### src/rtl/adc_sample_decimator.sv
// Block-average decimator: offset-binary 12-bit ADC words in, 16-bit two's-complement samples out.
// Optional DC-blocking stage compiled only when ADC_SAMPLE_DECIMATOR_DC_BLOCK_EN is defined.
module adc_sample_decimator #(
  parameter int unsigned DECIM_LOG2 = 4
) (
  input  logic        clk,
  input  logic        reset,
  input  logic        in_valid,
  input  logic [11:0] in_data,
  input  logic        out_ready,
  output logic        out_valid,
  output logic [15:0] out_data,
  output logic        overrun
);
  localparam int unsigned ACC_W = 12 + DECIM_LOG2;
  localparam logic [DECIM_LOG2-1:0] CNT_LAST = '1;
  localparam logic [DECIM_LOG2-1:0] CNT_ONE  = DECIM_LOG2'(1);

  typedef enum logic {PRIME, RUN} state_t;

  state_t                  r_state;
  state_t                  w_state_next;
  logic [DECIM_LOG2-1:0]   r_cnt;
  logic signed [ACC_W-1:0] r_acc;
  logic signed [11:0]      w_sample;
  logic signed [ACC_W-1:0] w_sum;
  logic [11:0]             w_avg;
  logic                    w_last;
  logic                    w_done;
  logic [15:0]             w_x;
  logic [15:0]             w_result;
  logic                    r_valid;
  logic [15:0]             r_data;
  logic                    r_overrun;

  assign w_sample = {~in_data[11], in_data[10:0]};
  assign w_sum    = r_acc + {{DECIM_LOG2{w_sample[11]}}, w_sample};
  // Top 12 bits of the sum are exactly the arithmetic shift right by DECIM_LOG2.
  assign w_avg    = w_sum[ACC_W-1 -: 12];
  assign w_x      = {w_avg, 4'b0};
  assign w_last   = in_valid && (r_cnt == CNT_LAST);
  assign w_done   = w_last && (r_state == RUN);

  always_ff @(posedge clk or posedge reset) begin
    if (reset) r_state <= PRIME;
    else       r_state <= w_state_next;
  end

  always_comb begin
    w_state_next = r_state;
    if (r_state == PRIME && w_last) w_state_next = RUN;
  end

  always_ff @(posedge clk or posedge reset) begin
    if (reset) begin
      r_cnt <= '0;
      r_acc <= '0;
    end else if (in_valid) begin
      r_cnt <= r_cnt + CNT_ONE;
      if (r_state == RUN) r_acc <= w_last ? '0 : w_sum;
    end
  end

`ifdef ADC_SAMPLE_DECIMATOR_DC_BLOCK_EN
  logic signed [23:0] r_dc;
  logic signed [16:0] w_y;
  logic signed [16:0] w_dc_step;

  assign w_y = {w_x[15], w_x} - {r_dc[23], r_dc[23:8]};

  always_comb begin
    w_result = w_y[15:0];
    if (w_y[16] != w_y[15]) w_result = w_y[16] ? 16'h8000 : 16'h7FFF;
  end

  // ({x,8'b0} - dc) >>> 8 == x - ceil(dc/256) == (x - dc[23:8]) - |dc[7:0]
  assign w_dc_step = w_y - {16'b0, |r_dc[7:0]};

  always_ff @(posedge clk or posedge reset) begin
    if (reset)       r_dc <= '0;
    else if (w_done) r_dc <= r_dc + {{7{w_dc_step[16]}}, w_dc_step};
  end
`else
  assign w_result = w_x;
`endif

  always_ff @(posedge clk or posedge reset) begin
    if (reset) begin
      r_valid   <= 1'b0;
      r_data    <= '0;
      r_overrun <= 1'b0;
    end else begin
      r_overrun <= w_done && r_valid && !out_ready;
      if (w_done && !(r_valid && !out_ready)) begin
        r_valid <= 1'b1;
        r_data  <= w_result;
      end else if (r_valid && out_ready) begin
        r_valid <= 1'b0;
      end
    end
  end

  assign out_valid = r_valid;
  assign out_data  = r_data;
  assign overrun   = r_overrun;
endmodule

### config.mk
export PLATFORM = sky130hd
export DESIGN_NAME = adc_sample_decimator
export DESIGN_NICKNAME = d
export VERILOG_FILES = /design/src/rtl/adc_sample_decimator.sv
export SDC_FILE = /design/constraint.sdc
export NUM_CORES = 1
export LEC_CHECK = 0
export ABC_AREA = 1
export CAP_MARGIN = 0
export CORE_ASPECT_RATIO = 0.75
export CORE_UTILIZATION = 54
export DETAILED_ROUTE_END_ITERATION = 12
export PLACE_DENSITY_LB_ADDON = 0.08
export SETUP_SLACK_MARGIN = 0.15
export SLEW_MARGIN = 20
export SYNTH_ARGS = -nofsm -noshare
export SYNTH_HDL_FRONTEND = slang
export SYNTH_SLANG_ARGS = --single-unit
### constraint.sdc
create_clock -name clk -period 2.5 [get_ports clk]
set_clock_uncertainty 0.2 [all_clocks]
set_input_delay 0.5 -clock clk [delete_from_list [all_inputs] [get_ports clk]]
set_output_delay 0.5 -clock clk [all_outputs]
set_load 0.005 [all_outputs]
==> results of run 1 <==
-- cell usage in the layout (no fill, tap or decap), drive strengths merged, types with 2 or more instances in the layout --
cell type,count
o21ai,3
nor3,3
clkbuf,5
nand3,33
dfrtp,35
nor2,16
a22o,2
a21oi,7
buf,8
nand3b,2
inv,53
xor2,5
nand4,3
ha,16
or2,4
nand2,138
conb,4
clkdlybuf4s50,29
-- metrics by stage --
stage	setup TNS [ps]	total power, uW	worst slack (ps)	area (um2)
floorplan	0	2240	552	2340
global placement	-51.7	2780	-27.6	2700
detailed placement	-535	2820	-86.0	2700
CTS	0	3380	240	2810
global route	0	3710	125	2820
finish	0	3380	283	2820
-- worst reg2reg max path, stage by stage, from the launching register on --
cell,delay [ps]
dfrtp_1,400
ha_1,340
nand2_1,110
inv_1,70
a21oi_1,150
nand2_1,130
or2_2,310
nand3_1,70
nand2_1,50
-- layer usage --
metal | vias up | global-route usage
met3 | 4 | 0.0651
met2 | 59 | 0.387
met1 | 971 | 0.371
li1 | 1097 | -
met4 | 0 | 0.0728
met5 | - | 0
-- cell families (layout without fill, tap and decap cells) --
group,count (synthesis),in the layout,synth area share
buffers and inverters,60,97,0.110
flip-flops,35,35,0.377
other,1,4,0.00161
XOR/XNOR,6,6,0.0226
adder cells (fa/ha/maj),17,17,0.0947
AND/OR/NAND/NOR,200,200,0.363
AO/OA/AOI/OAI,13,13,0.0318
-- worst max-delay path by stage --
stage                     from                  endpoint
global route        in_data[0]  out_data[12]$_DFFE_PP0P_
detailed placement  in_data[0]  out_data[12]$_DFFE_PP0P_
CTS                 in_data[0]  out_data[12]$_DFFE_PP0P_
global placement    in_data[0]  out_data[12]$_DFFE_PP0P_
finish              in_data[0]  out_data[12]$_DFFE_PP0P_
floorplan           in_data[0]  out_data[12]$_DFFE_PP0P_
-- state kept, by name (all words and copies together), names as in the netlist --
name / flops
r_state: 1
overrun: 1
r_cnt: 4
out_data: 12
r_acc: 16
out_valid: 1
-- cell type report --
class	count	area [um2]	area share
Clock buffer	5	68.8	0.0244
Clock inverter	3	47.5	0.0168
Inverter	52	195	0.0691
Multi-Input combinational cell	240	1220	0.431
Sequential cell	35	876	0.310
Tap cell	55	68.8	0.0244
Timing Repair Buffer	37	350	0.124
-- power breakdown --
| group | switching, uW | internal [uW] | total [uW] |
|---|---|---|---|
| Clock | 232 | 302 | 534 |
| Combinational | 1050 | 793 | 1840 |
| Sequential | 175 | 834 | 1010 |
-- what timing repair did --
item                       4_1_cts  5_1_grt
resized for setup                0        4
hold endpoints to repair         0        0
setup endpoints to repair        0       13
==> flow_summary.json, run 1 <==
{
  "drive_above_1_share": 0.0806,
  "die_x_um": 77.8,
  "dp.cells": 419,
  "peakVddDrop_v": 0.000603,
  "ys.flop_type": "dfrtp_1",
  "hold_viol": 0,
  "power.density_nw_per_um2": 1200,
  "synth_common_cells": "nand2_1, inv_1, dfrtp_1",
  "whs_path_depth": 2,
  "cts_tree": "yes",
  "cp_num_cells": 12,
  "setup_viol_count_final": 0,
  "yosysUniqueCellTypes": 26,
  "slowest_stage": "clkdlybuf4s50_1",
  "place_hpwl_um": 3850,
  "rsz0062_at_grt": "yes",
  "cts_root_buf": "clkbuf_8",
  "antenna_cells": 0,
  "crit_buf_inv": 3,
  "cp-start-kind": "primary input",
  "row_count": 20,
  "met1_length_um": 2590,
  "fmax_ghz": 0.451,
  "hold_ws_ps": 282,
  "core_area_um2": 4080,
  "syn_area_per_cell_um2": 7.00,
  "synth_top_cells_by_area": "dfrtp_1, nand2_1, ha_1",
  "wl_met2_um": 2170,
  "yosys_warnings": 0,
  "synth_seq_cells": 35,
  "post-route-util": 0.692,
  "hp-class": "reg -> reg",
  "yosys.area.top_type": "dfrtp_1",
  "synth.top_cell.area_share": 0.377,
  "crit_path_frequent_cell": "nand3_1",
  "routed_via_density": 4.99,
  "hold-path-endpoint": "out_data[8]$_DFFE_PP0P_",
  "reg2reg_to": "out_data[7]$_DFFE_PP0P_",
  "overflow": 0,
  "wl_met3_um": 380,
  "n_fill_cell": 346,
  "clk_pin_slew_ps": 70,
  "num_vias": 2131,
  "final_max_slew_viol_count": 0,
  "insertion_delay_ps": 300,
  "period_share": 0.887,
  "maxCapViolCount": 0,
  "yosysSeqAreaShare": 0.377,
  "areaGrowthSynthToFinish_pct": 21.5,
  "worstPathMaxFanout": 3,
  "clockBufferDepth": 2,
  "grt_usage": 0.258,
  "postCtsHoldBufs": 0,
  "synthArstFlopShare": 1.00,
  "timing.reg2reg.setup_slack_ps": 560,
  "slowest_delay_ps": 460,
  "ios": 34,
  "leakagePower_uw": 0.00160,
  "start_util": 0.570,
  "io_buffers": 29,
  "routed.top_layer": "met4",
  "reg2reg_depth": 8,
  "synthesis.area_um2": 2320,
  "ant_nets": 0,
  "crit_type": "in -> reg",
  "syn_inst": 332,
  "fin_cells": 427,
  "r2r-start": "r_acc[6]$_DFFE_PP0P_",
  "synth_edf_count": 0,
  "crit_path_cell_trace": "clkdlybuf4s50_1, ha_1, inv_1, fa_1, inv_2, nand3_1, nand3_2, nand3_1, nand3_1, nand2_1, nand3_1, nand2_1",
  "first_pass_iters": 4,
  "grt_pass1_wl_um": 8810,
  "crit_path_end_kind": "flip-flop",
  "clkSinkCount": 35,
  "dieHeight_um": 58.8,
  "totalWireLength_um": 5200,
  "grt_pass1_vias": 1878,
  "cpLargestDelayFamily": "buffers and inverters",
  "grt_max_degree": 36,
  "nNetsFinal": 404,
  "post_drt_wl_per_cell_um": 12.2,
  "cts_max_level": 2,
  "drt_iter0_markers": 115,
  "finalCriticalPeriod_ps": 2220,
  "routabilityCongestion": 0.921,
  "cts-buffers-inserted": 5,
  "synthMostInstantiatedCell": "nand2_1",
  "cp.required_ps": 2490,
  "die_area_um2": 4570,
  "postCtsSetupRepairBufs": 0,
  "drc": 0,
  "antenna_found_initial": 0,
  "arrival_ps": 2210,
  "outcome": "complete, no violations",
  "worstHoldStart": "out_data[8]$_DFFE_PP0P_"
}
Note: power is estimated with default switching activity, not from simulation.
==> run 2, diff against run 1 <==
Settings changed: CAP_MARGIN 0 to not set, PLACE_DENSITY set to 0.79, PLACE_DENSITY_LB_ADDON 0.08 to not set.
==> run 2 against run 1 <==
Effect of this change: flip-flop and latch count did not move; cell area rose by 1.4%; cell count did not move; worst hold slack improved by 1.9 ps; non-clock buffer count rose by 1; combinational power rose by 6%; largest cell class unchanged.
==> flow_summary.json, run 2 (same netlist as run 1, synthesis figures left out) <==
{
  "areaGrowthSynthToFinish_pct": 23.2,
  "routed_via_density": 5.11,
  "slowest_stage": "clkdlybuf4s50_1",
  "die_area_um2": 4570,
  "place_hpwl_um": 4010,
  "leakagePower_uw": 0.00159,
  "outcome": "complete, no violations",
  "dieHeight_um": 58.8,
  "n_fill_cell": 330,
  "crit_path_frequent_cell": "nand2_1",
  "cts_root_buf": "clkbuf_8",
  "r2r-start": "r_acc[3]$_DFFE_PP0P_",
  "fin_cells": 427,
  "cp-startpoint": "in_data[11]",
  "reg2reg_to": "out_data[11]$_DFFE_PP0P_",
  "routabilityCongestion": 0.926,
  "nNetsFinal": 405,
  "num_vias": 2184,
  "reg2reg_depth": 11,
  "clk_pin_slew_ps": 70,
  "row_count": 20,
  "final_common_cell": "nand2_1",
  "ant_nets": 0,
  "cp.required_ps": 2490,
  "grt_usage": 0.266,
  "peakVddDrop_v": 0.000639,
  "rsz0062_at_grt": "no",
  "hold_viol": 0,
  "drc": 0,
  "timing.final.ws_setup_ps": 237,
  "insertion_delay_ps": 290,
  "finalCriticalPeriod_ps": 2260,
  "io_buffers": 29,
  "grt_max_degree": 36,
  "final_max_slew_viol_count": 0,
  "largest_register": "r_acc",
  "largest_register_ffs": 16,
  "grt_pass1_vias": 1924,
  "grt_pass1_wl_um": 9050,
  "final_cell_mix": "nand2_1, inv_1, dfrtp_1",
  "antenna_cells": 0,
  "drt_iter0_markers": 161,
  "cts_max_level": 2,
  "finalInstanceArea_um2": 2860,
  "core_area_um2": 4080,
  "setup_viol_count_final": 0,
  "antenna_found_initial": 0,
  "dp.cells": 420,
  "worstPathMaxFanout": 4,
  "fmax_ghz": 0.442,
  "die_x_um": 77.8,
  "cts_tree": "yes",
  "slowest_delay_ps": 500,
  "clkSinkCount": 35,
  "drive_above_1_share": 0.0968,
  "crit_path_end_kind": "flip-flop",
  "crit_type": "in -> reg",
  "cp-start-kind": "primary input",
  "cts-buffers-inserted": 5,
  "crit_path_cell_trace": "clkdlybuf4s50_1, inv_2, ha_1, nand2_1, inv_1, nand2_1, nand2_1, a21oi_2, nand3_1, nand3_1, nand2_1",
  "start_util": 0.570,
  "overflow": 0,
  "post_drt_wl_per_cell_um": 13.0,
  "period_share": 0.905,
  "setup.worst_path.end": "r_acc[15]$_DFFE_PP0P_",
  "post-route-util": 0.702,
  "first_pass_iters": 4,
  "pre_cts_ws_ps": -126,
  "maxCapViolCount": 0,
  "power.density_nw_per_um2": 1210,
  "totalWireLength_um": 5570,
  "clockBufferDepth": 2,
  "hp-class": "reg -> reg",
  "ios": 34,
  "placed_area_um2": 2700,
  "timing.reg2reg.setup_slack_ps": 540,
  "arrival_ps": 2250
}
==> run 2: cell count changes in the layout (fill, tap and decap cells not counted), moves of 2 or more <==
cell     previous run  this run
ha_1               16        13
ha_4                0         3
a21oi_1             7         5
a21oi_2             0         2
==> run 2: final cells by class <==
type / count / area, um2 / area share
clock buffers: 5 / 68.8 / 0.0240
repair buffers: 38 / 358 / 0.125
multi-input cells: 240 / 1260 / 0.440
inverters: 52 / 195 / 0.0682
clock inverters: 2 / 37.5 / 0.0131
well taps: 55 / 68.8 / 0.0240
flip-flops and latches: 35 / 876 / 0.306
==> run 2: where the power goes <==
part / internal, uW / switching (uW)
Clock: 291 / 220
Combinational: 850 / 1100
Sequential: 835 / 186
==> run 2: worst min-delay path by stage <==
| stage | from | endpoint | cells after the start |
|---|---|---|---|
| finish | out_data[14]$_DFFE_PP0P_ | out_data[14]$_DFFE_PP0P_ | 2 |
| global route | r_acc[9]$_DFFE_PP0P_ | r_acc[9]$_DFFE_PP0P_ | 2 |
| CTS | out_data[14]$_DFFE_PP0P_ | out_data[14]$_DFFE_PP0P_ | 2 |
| detailed placement | out_data[14]$_DFFE_PP0P_ | out_data[14]$_DFFE_PP0P_ | 2 |
| global placement | out_data[10]$_DFFE_PP0P_ | out_data[10]$_DFFE_PP0P_ | 2 |
| floorplan | r_cnt[3]$_DFFE_PP0P_ | r_cnt[3]$_DFFE_PP0P_ | 1 |
==> run 2: metal layers <==
| metal | track usage | share of wire | vias to the layer above |
|---|---|---|---|
| met5 | 0 | 0 | - |
| met4 | 0.0593 | 0.0070 | 0 |
| met3 | 0.0651 | 0.075 | 6 |
| met2 | 0.405 | 0.43 | 68 |
| met1 | 0.386 | 0.49 | 1009 |
| li1 | - | - | 1101 |
==> run 2: stage by stage <==
stage | TNS [ps] | hold WS (ps) | power [uW]
2_1_floorplan | 0 | 246 | 2240
3_3_place_gp | -346 | 264 | 2780
3_5_place_dp | -730 | 265 | 2850
4_1_cts | 0 | 284 | 3370
5_1_grt | 0 | 310 | 3790
6_report | 0 | 283 | 3480
==> run 2: what timing repair did <==
item                                    CTS  global route
buffers inserted                          0             0
hold buffers                              0             0
endpoints found under the setup margin    0            14
resized for setup                         0            10
==> run 2: worst max-delay path: cells and delay by family <==
family,cells,cell delay (ps)
compound gates,1,170
simple gates,6,540
buf+inv,3,680
fa+ha+maj,1,360
==> run 3, diff against run 2 <==
Settings changed: ABC_AREA 1 to not set, CORE_UTILIZATION 54 to 53.
==> run 3 against run 2 <==
Effect of this change: combinational power up 9%; die area down 6.5%; non-clock buffer count up 30; critical path type unchanged; critical endpoint is now out_data[12]$_DFFE_PP0P_; largest power group unchanged.
==> flow_summary.json, run 3 <==
{
  "place_hpwl_um": 3500,
  "arrival_ps": 2360,
  "hold_viol": 0,
  "largest_register": "r_acc",
  "grt_usage": 0.282,
  "totalWireLength_um": 5140,
  "synthArstFlopShare": 1.00,
  "cp.required_ps": 2490,
  "start_util": 0.567,
  "grt_max_degree": 36,
  "synth_common_cells": "dfrtp_1, nand2_1, ha_1",
  "drc": 0,
  "cts_max_level": 2,
  "multiInputGateArea_um2": 1360,
  "hold_ws_ps": 268,
  "finalCriticalPeriod_ps": 2380,
  "grt_pass1_vias": 1827,
  "crit_buf_inv": 2,
  "num_vias": 1767,
  "synthMostInstantiatedCell": "dfrtp_1",
  "cts_root_buf": "clkbuf_8",
  "synth.top_cell.area_share": 0.412,
  "setup_viol_count_final": 0,
  "worstPathMaxFanout": 4,
  "crit_path_cell_trace": "clkdlybuf4s50_1, ha_4, a21oi_2, o21ai_1, buf_4, o41ai_2, xor2_1, o21ai_1",
  "slew_headroom": 0.504,
  "cp-start-kind": "primary input",
  "n_fill_cell": 238,
  "synth_seq_cells": 35,
  "antenna_cells": 0,
  "drt_iter0_markers": 122,
  "syn_area_per_cell_um2": 10.6,
  "peakVddDrop_v": 0.000671,
  "crit_path_frequent_cell": "o21ai_1",
  "seqCellArea_um2": 876,
  "post_drt_wl_per_cell_um": 16.0,
  "period_share": 0.952,
  "cts_tree": "yes",
  "nNetsFinal": 302,
  "yosys.area.top_type": "dfrtp_1",
  "slowest_delay_ps": 540,
  "slowest_stage": "clkdlybuf4s50_1",
  "hp-class": "reg -> reg",
  "final_common_cell": "buf_4",
  "post-route-util": 0.807,
  "overflow": 0,
  "ios": 34,
  "clockBufferDepth": 2,
  "ant_nets": 0,
  "yosys_warnings": 0,
  "clkSinkCount": 35,
  "dieHeight_um": 56.9,
  "largest_register_ffs": 16,
  "ys.flop_type": "dfrtp_1",
  "die_x_um": 75.2,
  "crit_type": "in -> reg",
  "drive_above_1_share": 0.333,
  "fmax_ghz": 0.420,
  "leakagePower_uw": 0.00138,
  "cpLargestDelayFamily": "buffers and inverters",
  "routed_via_density": 5.49,
  "row_count": 19,
  "areaGrowthSynthToFinish_pct": 42.4,
  "worstMarginPinSlew_ps": 741,
  "antenna_found_initial": 0,
  "outcome": "complete, no violations",
  "synthesis.area_um2": 2130,
  "core_area_um2": 3760,
  "clk_pin_slew_ps": 80,
  "rsz0062_at_grt": "yes",
  "maxCapViolCount": 0,
  "crit_path_end_kind": "flip-flop",
  "synth_top_cells_by_area": "dfrtp_1, ha_1, xnor2_1",
  "first_pass_iters": 4,
  "synth_edf_count": 0,
  "final_cell_mix": "buf_4, dfrtp_1, nand2_1",
  "final_max_slew_viol_count": 0,
  "cts-buffers-inserted": 5,
  "routabilityCongestion": 0.823,
  "insertion_delay_ps": 300,
  "io_buffers": 29,
  "die_area_um2": 4280,
  "yosysUniqueCellTypes": 46,
  "power.density_nw_per_um2": 1200,
  "grt_pass1_wl_um": 8710,
  "yosysSeqAreaShare": 0.412,
  "syn_inst": 200
}
## run 3: logic make-up after synthesis
kind of cell	count (synthesis)	synth area share
and+or+nand+nor	46	0.102
buffers and inverters	18	0.0400
other	1	0.00176
muxes	8	0.0423
xor gates and xnor gates	17	0.0700
adders and majority gates	17	0.103
DFF	35	0.412
AOI/OAI and AO/OA	58	0.229
## run 3: layout make-up
cell class / instances / share of cell area
Clock inverter: 2 / 0.0116
Clock buffer: 6 / 0.0272
Inverter: 9 / 0.0120
Sequential cell: 35 / 0.289
Multi-Input combinational cell: 150 / 0.447
Tap cell: 52 / 0.0215
Timing Repair Buffer: 68 / 0.192
## run 3: repair_timing
action,CTS,global route
resized for setup,29,8
gates cloned,0,0
hold buffers,0,0
buffers inserted,1,1
endpoints found under the setup margin,20,16
pin swaps,11,16
## run 3: per-layer routing
layer / routed length, um / global-route usage / up-vias
met2: 2280 / 0.422 / 46
met4: 104 / 0.114 / 0
li1: - / - / 853
met1: 2470 / 0.384 / 857
met5: 0 / 0 / -
met3: 293 / 0.0772 / 11
## run 3: worst reg2reg max path: stages (launching register included)
cell,delay (ps)
dfrtp_1,390
ha_4,150
inv_2,30
fa_2,330
and2b_1,230
o211ai_2,110
buf_4,160
a31oi_4,150
a21oi_2,90
xnor2_1,140
mux2_2,260
## run 3: path summary, 6_finish.rpt
| path | slack (ps) | to | cells past startpoint | startpoint |
|---|---|---|---|---|
| min in group asynchronous | 420 | out_data[15]$_DFFE_PP0P_ | 3 | reset |
| worst max-delay path | 120 | out_data[12]$_DFFE_PP0P_ | 8 | in_data[7] |
| worst min register to register | 270 | r_cnt[3]$_DFFE_PP0P_ | 1 | r_cnt[3]$_DFFE_PP0P_ |
| max in group asynchronous | 1370 | out_data[7]$_DFFE_PP0P_ | 3 | reset |
| worst min-delay path | 270 | r_cnt[3]$_DFFE_PP0P_ | 1 | r_cnt[3]$_DFFE_PP0P_ |
| worst max register to register | 140 | out_data[14]$_DFFE_PP0P_ | 10 | r_acc[0]$_DFFE_PP0P_ |
## run 3: where the power goes
group | switching (uW) | leakage [uW] | internal (uW)
Clock | 222 | 0.0000612 | 323
Combinational | 973 | 0.000874 | 1140
Sequential | 187 | 0.000443 | 789
Total | 1380 | 0.00138 | 2250
## run 3: stage by stage
step	total power, uW	TNS, ps	cell area, um2	worst slack, ps	cells
6_report	3640	0	3030	121	322
5_1_grt	3900	0	3030	38.8	322
4_1_cts	3550	0	3000	72.8	321
3_5_place_dp	2810	-6790	2740	-476	312
3_3_place_gp	2750	-5780	2740	-419	312
2_1_floorplan	2120	0	2150	152	203
